--- src/rtl/fetch_stage.sv ---
// Instruction fetch: owns the PC and the PC+4 adder, registers fetched words into IF/ID.
// Latency: one edge from pc=A to the word at A appearing on id_instr. The first edge after reset is a BOOT slot.
// Backpressure: stall holds PC and IF/ID. Flush inserts a bubble. A taken branch redirects the PC and overrides both.
module fetch_stage #(
    parameter int               WIDTH    = 32,
    parameter logic [WIDTH-1:0] RESET_PC = 32'h0000_0000,
    parameter logic [WIDTH-1:0] NOP      = 32'h0000_0000
) (
    input  logic             clk,
    input  logic             rst,
    input  logic             stall,
    input  logic             flush,
    input  logic             branch_taken,
    input  logic [WIDTH-1:0] branch_target,
    output logic [WIDTH-1:0] imem_addr,
    input  logic [WIDTH-1:0] imem_instr,
    output logic [WIDTH-1:0] pc,
    output logic [WIDTH-1:0] id_instr,
    output logic [WIDTH-1:0] id_pc4,
    output logic             id_valid,
    output logic [WIDTH-1:0] fetch_count
);

    localparam logic [WIDTH-1:0] FOUR = WIDTH'(4);
    localparam logic [WIDTH-1:0] ONE  = WIDTH'(1);

    typedef enum logic {BOOT = 1'b0, RUN = 1'b1} state_t;

    state_t           state;
    logic [WIDTH-1:0] pc_plus4;

    // Sequential PC increment. It wraps modulo 2^WIDTH and has no carry out.
    assign pc_plus4  = pc + FOUR;

    // The memory is combinational, so the fetch address is the PC itself.
    assign imem_addr = pc;

    // Fetch FSM with registered PC and IF/ID outputs. Inputs are checked in the order branch, flush, stall.
    always_ff @(posedge clk or posedge rst) begin
        if (rst) begin
            state       <= BOOT;
            pc          <= RESET_PC;
            id_instr    <= NOP;
            id_pc4      <= '0;
            id_valid    <= 1'b0;
            fetch_count <= '0;
        end else begin
            case (state)
                // BOOT ignores every input. This leaves a settle slot for a future synchronous imem.
                BOOT: begin
                    state <= RUN;
                end
                RUN: begin
                    if (branch_taken) begin
                        // Force word alignment so pc[1:0] stays 00.
                        pc       <= {branch_target[WIDTH-1:2], 2'b00};
                        id_instr <= NOP;
                        id_valid <= 1'b0;
                    end else if (flush) begin
                        id_instr <= NOP;
                        id_valid <= 1'b0;
                        if (!stall) begin
                            pc <= pc_plus4;
                        end
                    end else if (!stall) begin
                        pc          <= pc_plus4;
                        id_instr    <= imem_instr;
                        id_pc4      <= pc_plus4;
                        id_valid    <= 1'b1;
                        fetch_count <= fetch_count + ONE;
                    end
                end
                default: begin
                    state <= BOOT;
                end
            endcase
        end
    end

endmodule

--- config.mk ---
export PLATFORM = sky130hd
export DESIGN_NAME = fetch_stage
export DESIGN_NICKNAME = d
export VERILOG_FILES = /design/src/rtl/fetch_stage.sv
export SDC_FILE = /design/constraint.sdc
export NUM_CORES = 1
export LEC_CHECK = 0
export BUFFER_PORTS_ARGS = -buffer_cell sky130_fd_sc_hd__clkbuf_2
export CAP_MARGIN = 20
export CORE_MARGIN = 4
export CORE_UTILIZATION = 25
export DETAILED_ROUTE_END_ITERATION = 7
export GPL_ROUTABILITY_DRIVEN = 0
export HOLD_SLACK_MARGIN = 0.08
export PLACE_DENSITY = 0.48
export SYNTH_ARGS = -nofsm -noshare
export SYNTH_HDL_FRONTEND = slang
export SYNTH_SLANG_ARGS = --single-unit
--- constraint.sdc ---
create_clock -name clk -period 11.5 [get_ports clk]
set_input_delay 2.3 -clock clk [delete_from_list [all_inputs] [get_ports clk]]
set_output_delay 2.3 -clock clk [all_outputs]
set_load 0.02 [all_outputs]
After elaboration in Yosys (flattened, before gate mapping):

Cells that the tools add are included.

* register bits: 130
* word-level logic and storage cells: 24

* $add $sub $neg: 2
* equal/unequal tests: 2
* multiplexer cells: 8
* bitwise operators: 3
* reductions and logical operators: 3

Operators with widths (count)
* $mux W32: 5
* $add A32 B1 Y32 const B: 1
* $add A32 B3 Y32 const B: 1
* $reduce_and A2 Y1: 2
* $reduce_and A4 Y1: 1
* $mux W1: 3
* $ne A3 B1 Y1 const B: 1
* $not A1 Y1: 3
* $ne A2 B1 Y1 const B: 1

Depth between registers and ports, before layout:

Gate-level depths: netlist (run 1).

* depth after elaboration: 3
* depth in mapped cells: 8

Least setup slack after synthesis (run 1):

Ideal clock, no wire load.

* path kind: input -> register
* start point: in branch_taken
* end point: reg fetch_count[19]
* setup time: 0.131 ns
* arrival: 3.762 ns
* setup slack: 7.608 ns
* stages: 8
* buffers on the path: 3
* cell sequence: clkbuf_1 > nor4b_1 > buf_2 > and4_1 > and3_1 > clkbuf_1 > nand4_1 > xnor2_1

* cells in the longest elaborated chain, start to end: 2

Ends and longest elaborated chain
* from (decl): RTL line 13 `input logic branch_taken,`
* $not A1 Y1 (no line)
* $reduce_and A4 Y1 (no line)
* to (signal assigned): RTL line 70 `fetch_count <= fetch_count + ONE;`
* to (decl): RTL line 21 `output logic [WIDTH-1:0] fetch_count`

No other way between the ends.
A chain may end at the register's enable or synchronous reset.

Final worst setup path (run 1):

* start point: in branch_taken
* end point: reg fetch_count[20]

Same word-level chain as after synthesis.

==> impl_metrics.json, run 1 <==
{
  "post_dp_cell_area_sq_um": 7340,
  "setup_violations": 0,
  "path_class": "in -> reg",
  "drive_gt1_share_pct": 34.1,
  "syn2layout_area_growth_pct": 28.6,
  "worstSetupStartpointType": "input pin",
  "post-cts-setup-buffer-count": 0,
  "comb_power_share_pct": 21.9,
  "min_period_over_period_pct": 35.5,
  "drc": 0,
  "post-place-cells": 1096,
  "root_buffer": "clkbuf_16",
  "synth_top_area_share_pct": 51.3,
  "p_leak_uw": 0.00378,
  "crit_family": "simple AND/OR/NAND/NOR gates",
  "wl_um": 18800,
  "overflow": 0,
  "ys_seq_area_share_pct": 51.3,
  "antenna_cells": 0,
  "cts_tree": "yes",
  "instances_no_fill": 1128,
  "io_buffers": 221,
  "crit_chain": "clkbuf_2, buf_4, nor4b_2, buf_4, and4_1, nand2_1, nor3_1, xor2_1",
  "hpwl_um": 13500,
  "grt_max_degree": 75,
  "pwr-share-clk_pct": 37.6,
  "yosysUniqueCellTypes": 47,
  "cts.sinks": 126,
  "netlist_instances": 612,
  "clk_pin_slew_worst_paths_ns": 0.06,
  "slew_violations": 0,
  "final.min_clock_period_ns": 4.08,
  "swShare_pct": 34.4,
  "cts_resized": 0,
  "worst_pin_slew_ns": 0.850,
  "die_area_sq_um": 27200,
  "synth_area_leaders": "dfrtp_1 51%, xnor2_1 5.4%, buf_4 4.8%, a22o_1 4.6%, a21oi_1 3.7%",
  "antenna_found_initial": 0,
  "die_y_um": 165,
  "grt_pass1_wl_um": 29400,
  "first_pass_iters": 4,
  "slew_headroom_pct": 43.3,
  "viasPerCell": 4.54,
  "synth-edff-count": 0,
  "synth-main-ff-cell": "dfrtp_1",
  "cp_common_cell": "buf_4",
  "layout.nets": 862,
  "io_pins": 230,
  "gr-usage-all-layers_pct": 14.0,
  "critPathArrivalTime_ns": 4.42,
  "cts_buffers": 17,
  "holdCritPathClass": "reg -> reg",
  "synth_area_sq_um": 6140,
  "pwr-share-seq_pct": 40.5,
  "critPathRequiredTime_ns": 11.84,
  "postLayoutCoreUtil_pct": 32.6,
  "holdBufCountCts": 0,
  "cp.buffers_inverters": 3,
  "synth_warnings": 0,
  "fmax_ghz": 0.245,
  "fin_area_sq_um": 7900,
  "hold_ws_ns": 0.477,
  "path_max_fanout": 54,
  "first_global_vias": 5066,
  "cp-end-kind": "flip-flop",
  "grt_setup_unrepaired": "false",
  "drv_cap": 0,
  "final_common_cell": "clkbuf_2",
  "clockBufferDepth": 2,
  "row_count": 57,
  "tns_ns": 0,
  "synth.avg_cell_area_sq_um": 10.0,
  "fp.dieW_um": 165,
  "vdd_ir_drop_max_mv": 0.0678,
  "synth_area_leader_cell": "dfrtp_1",
  "coreArea_sq_um": 24200,
  "hold_viol": 0,
  "switchingPower_uw": 481,
  "max_stage_delay_ns": 0.37,
  "floorplan.initialDensity_pct": 25.3,
  "ys_ff_latch": 126,
  "detail_route.wl_per_cell_um": 16.7,
  "vias": 5119,
  "drtIter0Drc": 396,
  "synth-async-reset-ratio_pct": 100,
  "mostFrequentLayoutCells": "221 x clkbuf_2, 126 x dfrtp_1, 56 x nor2_1",
  "crit_slowest_cell": "nor4b_2",
  "internal_power_uw": 916,
  "insertion_delay_ns": 0.42,
  "pwr_density_cell_nw_per_um2": 177,
  "skew_ns": 0.0120,
  "ant_nets": 0,
  "status": "finished clean",
  "ctsHtreeMaxLevel": 4
}
cells in the mapped netlist, drive strengths merged (4+ instances only):
cell / number
a22o: 32
and3: 19
nand2: 34
dfrtp: 126
nand3: 31
nand4: 15
inv: 7
xnor2: 38
o211ai: 4
nor3: 12
and4: 8
o22a: 4
o21ai: 28
clkbuf: 33
buf: 42
xor2: 21
o22ai: 5
a22oi: 6
nor2: 56
a2bb2oi: 5
a21oi: 46
nor4: 5
a31oi: 4
cell type report:
cell class,count,area (sq um)
flip-flops and latches,126,3150
well taps,324,405
clock buffers,19,453
multi-input cells,409,2580
fillers,2548,16300
repair buffers,230,1170
clock inverters,13,114
inverters,7,28.8
power groups by stage:
| stage | Sequential [uW] | Combinational, uW | Clock, uW |
|---|---|---|---|
| global route | 578 | 337 | 562 |
| global placement | 573 | 312 | 0 |
| CTS | 567 | 314 | 542 |
| detailed placement | 575 | 312 | 0 |
| floorplan | 621 | 159 | 0 |
| finish | 566 | 306 | 524 |
metrics by stage:
stage               total power (uW)  setup WS (ns)
floorplan                        780           5.84
finish                          1400           7.42
detailed placement               887           6.96
global placement                 885           6.97
CTS                             1420           7.41
global route                    1480           7.18
kinds of logic after synthesis:
logic type	after synthesis	synth area share, %
AND/OR/NAND/NOR	193	16.2
adder cells (fa/ha/maj)	2	0.407
XOR/XNOR	59	8.41
buffers and inverters	82	7.45
other	2	0.122
AO/OA/AOI/OAI	143	15.3
multiplexers	5	0.876
flip-flops	126	51.3
state kept, by name (all words and copies together), names as in the netlist:
name and flops:
fetch_count 32, id_pc4 30, imem_addr 30, id_instr 32, state 1, id_valid 1
worst paths after layout:
path                                                     to  slack [ns]  depth (start not counted)                        start
worst max-delay path            fetch_count[20]$_DFFE_PP0P_        7.42                          8                 branch_taken
worst min-delay path            fetch_count[31]$_DFFE_PP0P_        0.48                          1  fetch_count[31]$_DFFE_PP0P_
worst max register to register  fetch_count[20]$_DFFE_PP0P_        9.01                          6              state$_DFF_PP0_
worst min register to register  fetch_count[31]$_DFFE_PP0P_        0.48                          1  fetch_count[31]$_DFFE_PP0P_
max in group asynchronous            id_pc4[22]$_DFFE_PP0P_        8.07                          3                          rst
min in group asynchronous          id_instr[24]$_DFFE_PP0P_        2.01                          2                          rst
per-layer routing:
layer,global-route usage [%],up-vias,wire (um)
li1,-,2490,-
met1,19.7,2431,9050
met2,20.9,184,8200
met3,4.42,14,1420
met4,3.36,0,169
met5,0,-,0
No activity file was read; power rests on OpenSTA's default activity.
==> run 2, diff against run 1 <==
--- a/config.mk
+++ b/config.mk
@@ -5,6 +5,7 @@
 export SDC_FILE = /design/constraint.sdc
 export NUM_CORES = 1
 export LEC_CHECK = 0
+export ABC_AREA = 1
 export BUFFER_PORTS_ARGS = -buffer_cell sky130_fd_sc_hd__clkbuf_2
 export CAP_MARGIN = 20
 export CORE_MARGIN = 4
@@ -12,7 +13,7 @@
 export DETAILED_ROUTE_END_ITERATION = 7
 export GPL_ROUTABILITY_DRIVEN = 0
 export HOLD_SLACK_MARGIN = 0.08
-export PLACE_DENSITY = 0.48
+export PLACE_DENSITY = 0.49
 export SYNTH_ARGS = -nofsm -noshare
 export SYNTH_HDL_FRONTEND = slang
 export SYNTH_SLANG_ARGS = --single-unit
==> constraint.sdc (replaced) <==
create_clock -name clk -period 3.6 [get_ports clk]
set_input_delay 0.72 -clock clk [delete_from_list [all_inputs] [get_ports clk]]
set_output_delay 0.72 -clock clk [all_outputs]
set_load 0.02 [all_outputs]
==> impl_metrics.json, run 2 <==
{
  "status": "finished clean",
  "synth.most_common_cell": "nand2_1",
  "swShare_pct": 35.2,
  "synth_top_area_share_pct": 46.1,
  "pwr_density_cell_nw_per_um2": 534,
  "reg2reg_to": "id_pc4[13]$_DFFE_PP0P_",
  "slew_headroom_pct": 50.5,
  "p_leak_uw": 0.00439,
  "comb_power_share_pct": 24.0,
  "internal_power_uw": 2990,
  "critPathArrivalTime_ns": 2.70,
  "tns_ns": 0,
  "pwr-share-seq_pct": 39.2,
  "fp.dieW_um": 173,
  "post_synth_most_frequent_cells": "308 x nand2_1, 132 x nor2_1, 126 x dfrtp_1",
  "drv_cap": 0,
  "switchingPower_uw": 1620,
  "synth-main-ff-cell": "dfrtp_1",
  "synth_warnings": 0,
  "worstSetupStartpointType": "input pin",
  "drtIter0Drc": 308,
  "wl_um": 21600,
  "fillCellCount": 2926,
  "gr-usage-all-layers_pct": 14.6,
  "insertion_delay_ns": 0.41,
  "yosysUniqueCellTypes": 34,
  "ys_ff_latch": 126,
  "layout.nets": 1146,
  "hpwl_um": 15700,
  "syn2layout_area_growth_pct": 26.2,
  "clockBufferDepth": 2,
  "synth.avg_cell_area_sq_um": 7.71,
  "hold_viol": 0,
  "pwr-share-clk_pct": 36.7,
  "grt_pass1_wl_um": 35200,
  "mostFrequentLayoutCells": "308 x nand2_1, 221 x clkbuf_2, 132 x nor2_1",
  "r2r-start": "state$_DFF_PP0_",
  "overflow": 0,
  "viasPerCell": 4.38,
  "slew_violations": 0,
  "io_pins": 230,
  "vias": 6265,
  "antenna_cells": 0,
  "row_count": 60,
  "io_buffers": 221,
  "netlist_instances": 887,
  "cts.sinks": 126,
  "synth_area_leaders": "dfrtp_1 46%, nand2_1 17%, nor2_1 7.2%, a32o_1 4.7%, buf_4 4.3%",
  "die_y_um": 173,
  "skew_ns": 0.00935,
  "holdCritPathClass": "in -> async",
  "setup_violations": 0,
  "cts_buffers": 17,
  "r2r_cells": 5,
  "cp-end-kind": "flip-flop",
  "path_class": "in -> reg",
  "clk_pin_slew_worst_paths_ns": 0.06,
  "synth_area_sq_um": 6840,
  "ant_nets": 0,
  "final.min_clock_period_ns": 2.37,
  "final_common_cell": "nand2_1",
  "ctsHtreeMaxLevel": 4,
  "drc": 0,
  "floorplan.initialDensity_pct": 25.4,
  "cts_resized": 0,
  "synth-async-reset-ratio_pct": 100,
  "biggestRegsByFlops": "fetch_count x32, id_instr x32",
  "antenna_found_initial": 0,
  "coreArea_sq_um": 27000,
  "holdBufCountCts": 0,
  "grt_max_degree": 119,
  "synth-edff-count": 0,
  "synth_area_leader_cell": "dfrtp_1",
  "critPathRequiredTime_ns": 3.93,
  "post-cts-setup-buffer-count": 0,
  "grt_setup_unrepaired": "false",
  "ys_seq_area_share_pct": 46.1,
  "worst_pin_slew_ns": 0.741,
  "path_max_fanout": 34,
  "first_pass_iters": 5,
  "reg2reg_slack_ns": 1.59,
  "min_period_over_period_pct": 66.0,
  "drive_gt1_share_pct": 26.5,
  "first_global_vias": 6275,
  "vdd_ir_drop_max_mv": 0.242,
  "fmax_ghz": 0.421,
  "detail_route.wl_per_cell_um": 15.1,
  "cts_tree": "yes",
  "die_area_sq_um": 30100,
  "postLayoutCoreUtil_pct": 32.0,
  "root_buffer": "clkbuf_16"
}
==> run 2: changes by cell type in the layout (fill, tap and decap cells not counted), sizes merged, moves of 12 or more <==
cell and delta:
nand2 +281, nor2 +93, inv +44, a21oi -41, a22o -32, a32o +32
xnor2 -29, and3 -19, nand4 -13, nand3 +12
==> run 2: layer usage <==
metal | track usage, % | part of all wire [%]
met3 | 3.71 | 5.2
met5 | 0 | 0
met2 | 23.6 | 46
met1 | 19.6 | 47
met4 | 3.86 | 1.5
==> run 2: kinds of logic after synthesis <==
group	synth area share [%]
buffers and inverters	9.04
and+or+nand+nor	32.4
other	0.110
xor gates and xnor gates	2.82
AOI/OAI and AO/OA	9.17
adders and majority gates	0.366
DFF	46.1
==> run 2: area by class of cell <==
type | count | area, sq um | area share (%)
inverters | 56 | 214 | 2.48
clock buffers | 21 | 450 | 5.22
well taps | 341 | 427 | 4.94
repair buffers | 229 | 1180 | 13.7
multi-input cells | 645 | 3090 | 35.8
flip-flops and latches | 126 | 3150 | 36.5
clock inverters | 11 | 118 | 1.36
==> run 2: power groups by stage <==
stage                     logic (uW)  registers (uW)  clock network [uW]
after floorplan                  568            2010                   0
after global placement          1120            1830                   0
after detailed placement        1130            1830                   0
after CTS                       1130            1810                1760
after global routing            1230            1840                1820
final                           1110            1810                1690
==> run 2: stage by stage <==
stage	total power (uW)	hold slack (ns)	cell area (sq um)	instances	setup WS [ns]
finish	4610	0.222	8630	1429	1.23
global route	4890	0.222	8630	1429	0.943
CTS	4700	0.206	8630	1429	1.13
detailed placement	2960	0.469	8060	1397	0.707
global placement	2960	0.465	8060	1397	0.713
floorplan	2580	0.591	6860	892	1.33
==> run 2: how the worst max path moves through the flow <==
stage	from	to	slack (ns)	cells past startpoint
after floorplan	rst	fetch_count[0]$_DFFE_PP0P_	1.33	1
after global placement	branch_taken	fetch_count[18]$_DFFE_PP0P_	0.71	9
after detailed placement	branch_taken	id_pc4[13]$_DFFE_PP0P_	0.71	7
after CTS	branch_taken	id_pc4[13]$_DFFE_PP0P_	1.13	7
after global routing	branch_taken	id_pc4[14]$_DFFE_PP0P_	0.94	7
final	branch_taken	id_pc4[13]$_DFFE_PP0P_	1.23	7
==> run 2: worst max-delay path: stages <==
cell	delay [ns]
clkbuf_2	0.27
nor2_2	0.23
nand3_4	0.30
inv_2	0.48
buf_4	0.44
nor2_1	0.07
a31oi_1	0.17
==> run 3, diff against run 2 <==
--- a/config.mk
+++ b/config.mk
@@ -13,7 +13,7 @@
 export DETAILED_ROUTE_END_ITERATION = 7
 export GPL_ROUTABILITY_DRIVEN = 0
 export HOLD_SLACK_MARGIN = 0.08
-export PLACE_DENSITY = 0.49
+export PLACE_DENSITY = 0.47
 export SYNTH_ARGS = -nofsm -noshare
 export SYNTH_HDL_FRONTEND = slang
 export SYNTH_SLANG_ARGS = --single-unit
==> constraint.sdc (replaced) <==
create_clock -name clk -period 2.32 [get_ports clk]
set_input_delay 0.464 -clock clk [delete_from_list [all_inputs] [get_ports clk]]
set_output_delay 0.464 -clock clk [all_outputs]
set_load 0.02 [all_outputs]
==> impl_metrics.json, run 3 (same netlist as run 2, synthesis figures left out) <==
{
  "status": "finished clean",
  "reg2reg_slack_ns": 0.50,
  "setup_violations": 0,
  "vias": 6247,
  "cts_buffers": 17,
  "holdCritPathClass": "in -> reg",
  "fp.dieW_um": 173,
  "layout.nets": 1153,
  "crit_chain": "ha_1, nand2_2, nor2_4, nand2_4, nor2_1, nand2_1, nand2_1, nand3_1, nand2_1, nand2_1",
  "tns_ns": 0,
  "cp_common_cell": "nand2_1",
  "path_class": "reg -> reg",
  "fmax_ghz": 0.551,
  "post-place-cells": 1403,
  "overflow": 0,
  "grt_max_degree": 56,
  "wl_um": 21400,
  "min_delay_path_depth": 2,
  "cts.sinks": 126,
  "first_pass_iters": 4,
  "pre_cts_slack_ns": 0.343,
  "critPathArrivalTime_ns": 2.13,
  "cp.buffers_inverters": 0,
  "cts_tree": "yes",
  "clockBufferDepth": 2,
  "ant_nets": 0,
  "io_buffers": 221,
  "clk_pin_slew_worst_paths_ns": 0.06,
  "min_period_over_period_pct": 78.2,
  "pwr_density_cell_nw_per_um2": 847,
  "slew_violations": 0,
  "insertion_delay_ns": 0.43,
  "fin_area_sq_um": 8810,
  "crit_slowest_cell": "dfrtp_1",
  "worstSetupStartpointType": "flip-flop",
  "grt_pass1_wl_um": 34700,
  "hpwl_um": 16000,
  "min_to": "id_instr[8]$_DFFE_PP0P_",
  "post_dp_cell_area_sq_um": 8160,
  "syn2layout_area_growth_pct": 28.8,
  "detail_route.wl_per_cell_um": 14.9,
  "final_common_cell": "nand2_1",
  "antenna_found_initial": 0,
  "hp-start": "imem_instr[8]",
  "cp-end-kind": "flip-flop",
  "drive_gt1_share_pct": 27.1,
  "antenna_cells": 0,
  "drv_cap": 0,
  "seq_area_sq_um": 3150,
  "hold_viol": 0,
  "final.min_clock_period_ns": 1.82,
  "first_global_vias": 6300,
  "mostFrequentLayoutCells": "308 x nand2_1, 221 x clkbuf_2, 132 x nor2_1",
  "root_buffer": "clkbuf_16",
  "path_max_fanout": 7,
  "biggestRegsByFlops": "fetch_count x32, id_instr x32",
  "critPathRequiredTime_ns": 2.64,
  "fillCellCount": 2924,
  "coreArea_sq_um": 27000,
  "cts_resized": 0,
  "row_count": 60,
  "viasPerCell": 4.35,
  "hold_ws_ns": 0.267,
  "r2r_cells": 10,
  "io_pins": 230,
  "max_stage_delay_ns": 0.46,
  "skew_ns": 0.0197,
  "instances_no_fill": 1436,
  "p_leak_uw": 0.00448,
  "die_y_um": 173,
  "drtIter0Drc": 250,
  "r2r-start": "imem_addr[2]$_DFFE_PP0P_",
  "gr-usage-all-layers_pct": 14.3,
  "multi_input_area_sq_um": 3090,
  "ctsHtreeMaxLevel": 4,
  "die_area_sq_um": 30100,
  "postLayoutSetupSlackWorst_ns": 0.505,
  "reg2reg_to": "imem_addr[28]$_DFFE_PP0P_",
  "crit_family": "simple AND/OR/NAND/NOR gates",
  "vdd_ir_drop_max_mv": 0.383,
  "drc": 0,
  "grt_setup_unrepaired": "false",
  "floorplan.initialDensity_pct": 25.4
}
## run 3: cell count changes in the layout (fill, tap and decap cells not counted), sizes merged
cell / previous run / this run
buf: 8 / 14
bufinv: 2 / 4
clkbuf: 242 / 240
clkinv: 8 / 7
clkinvlp: 3 / 2
dlygate4sd3: 0 / 1
inv: 54 / 56
## run 3: routing by layer
layer | routed length (um) | track usage, %
met2 | 9850 | 23.3
met3 | 1090 | 3.71
met1 | 10100 | 19.0
met4 | 323 | 3.89
met5 | 0 | 0
## run 3: cell type report
cell class,count,area share [%]
Timing Repair Buffer,236,14.6
Inverter,56,2.43
Clock buffer,19,5.14
Tap cell,341,4.85
Sequential cell,126,35.8
Clock inverter,13,2.12
Multi-Input combinational cell,645,35.1
## run 3: through the flow
stage	utilization (%)	power [uW]
6_report	32.7	7460
5_1_grt	32.7	7900
4_1_cts	32.7	7600
3_5_place_dp	30.3	4610
3_3_place_gp	30.3	4610
2_1_floorplan	-	4010
## run 3: how the worst max path moves through the flow
stage	startpoint	endpoint	slack, ns	depth (start not counted)
floorplan	rst	fetch_count[0]$_DFFE_PP0P_	0.30	1
global placement	branch_taken	fetch_count[18]$_DFFE_PP0P_	0.33	9
detailed placement	branch_taken	fetch_count[22]$_DFFE_PP0P_	0.34	9
CTS	imem_addr[3]$_DFFE_PP0P_	imem_addr[28]$_DFFE_PP0P_	0.43	10
global route	imem_addr[3]$_DFFE_PP0P_	imem_addr[24]$_DFFE_PP0P_	0.23	10
finish	imem_addr[2]$_DFFE_PP0P_	imem_addr[28]$_DFFE_PP0P_	0.50	10
## run 3: where the power goes
part	total, uW	switching, uW	internal, uW
Sequential	2810	327	2480
Clock	2920	1050	1860
Combinational	1730	1160	567
Total	7460	2540	4910
## run 3: repair_timing
action | CTS | global route
hold endpoints to repair | 7 | 0
hold buffers | 1 | 0
buffers inserted | 0 | 0
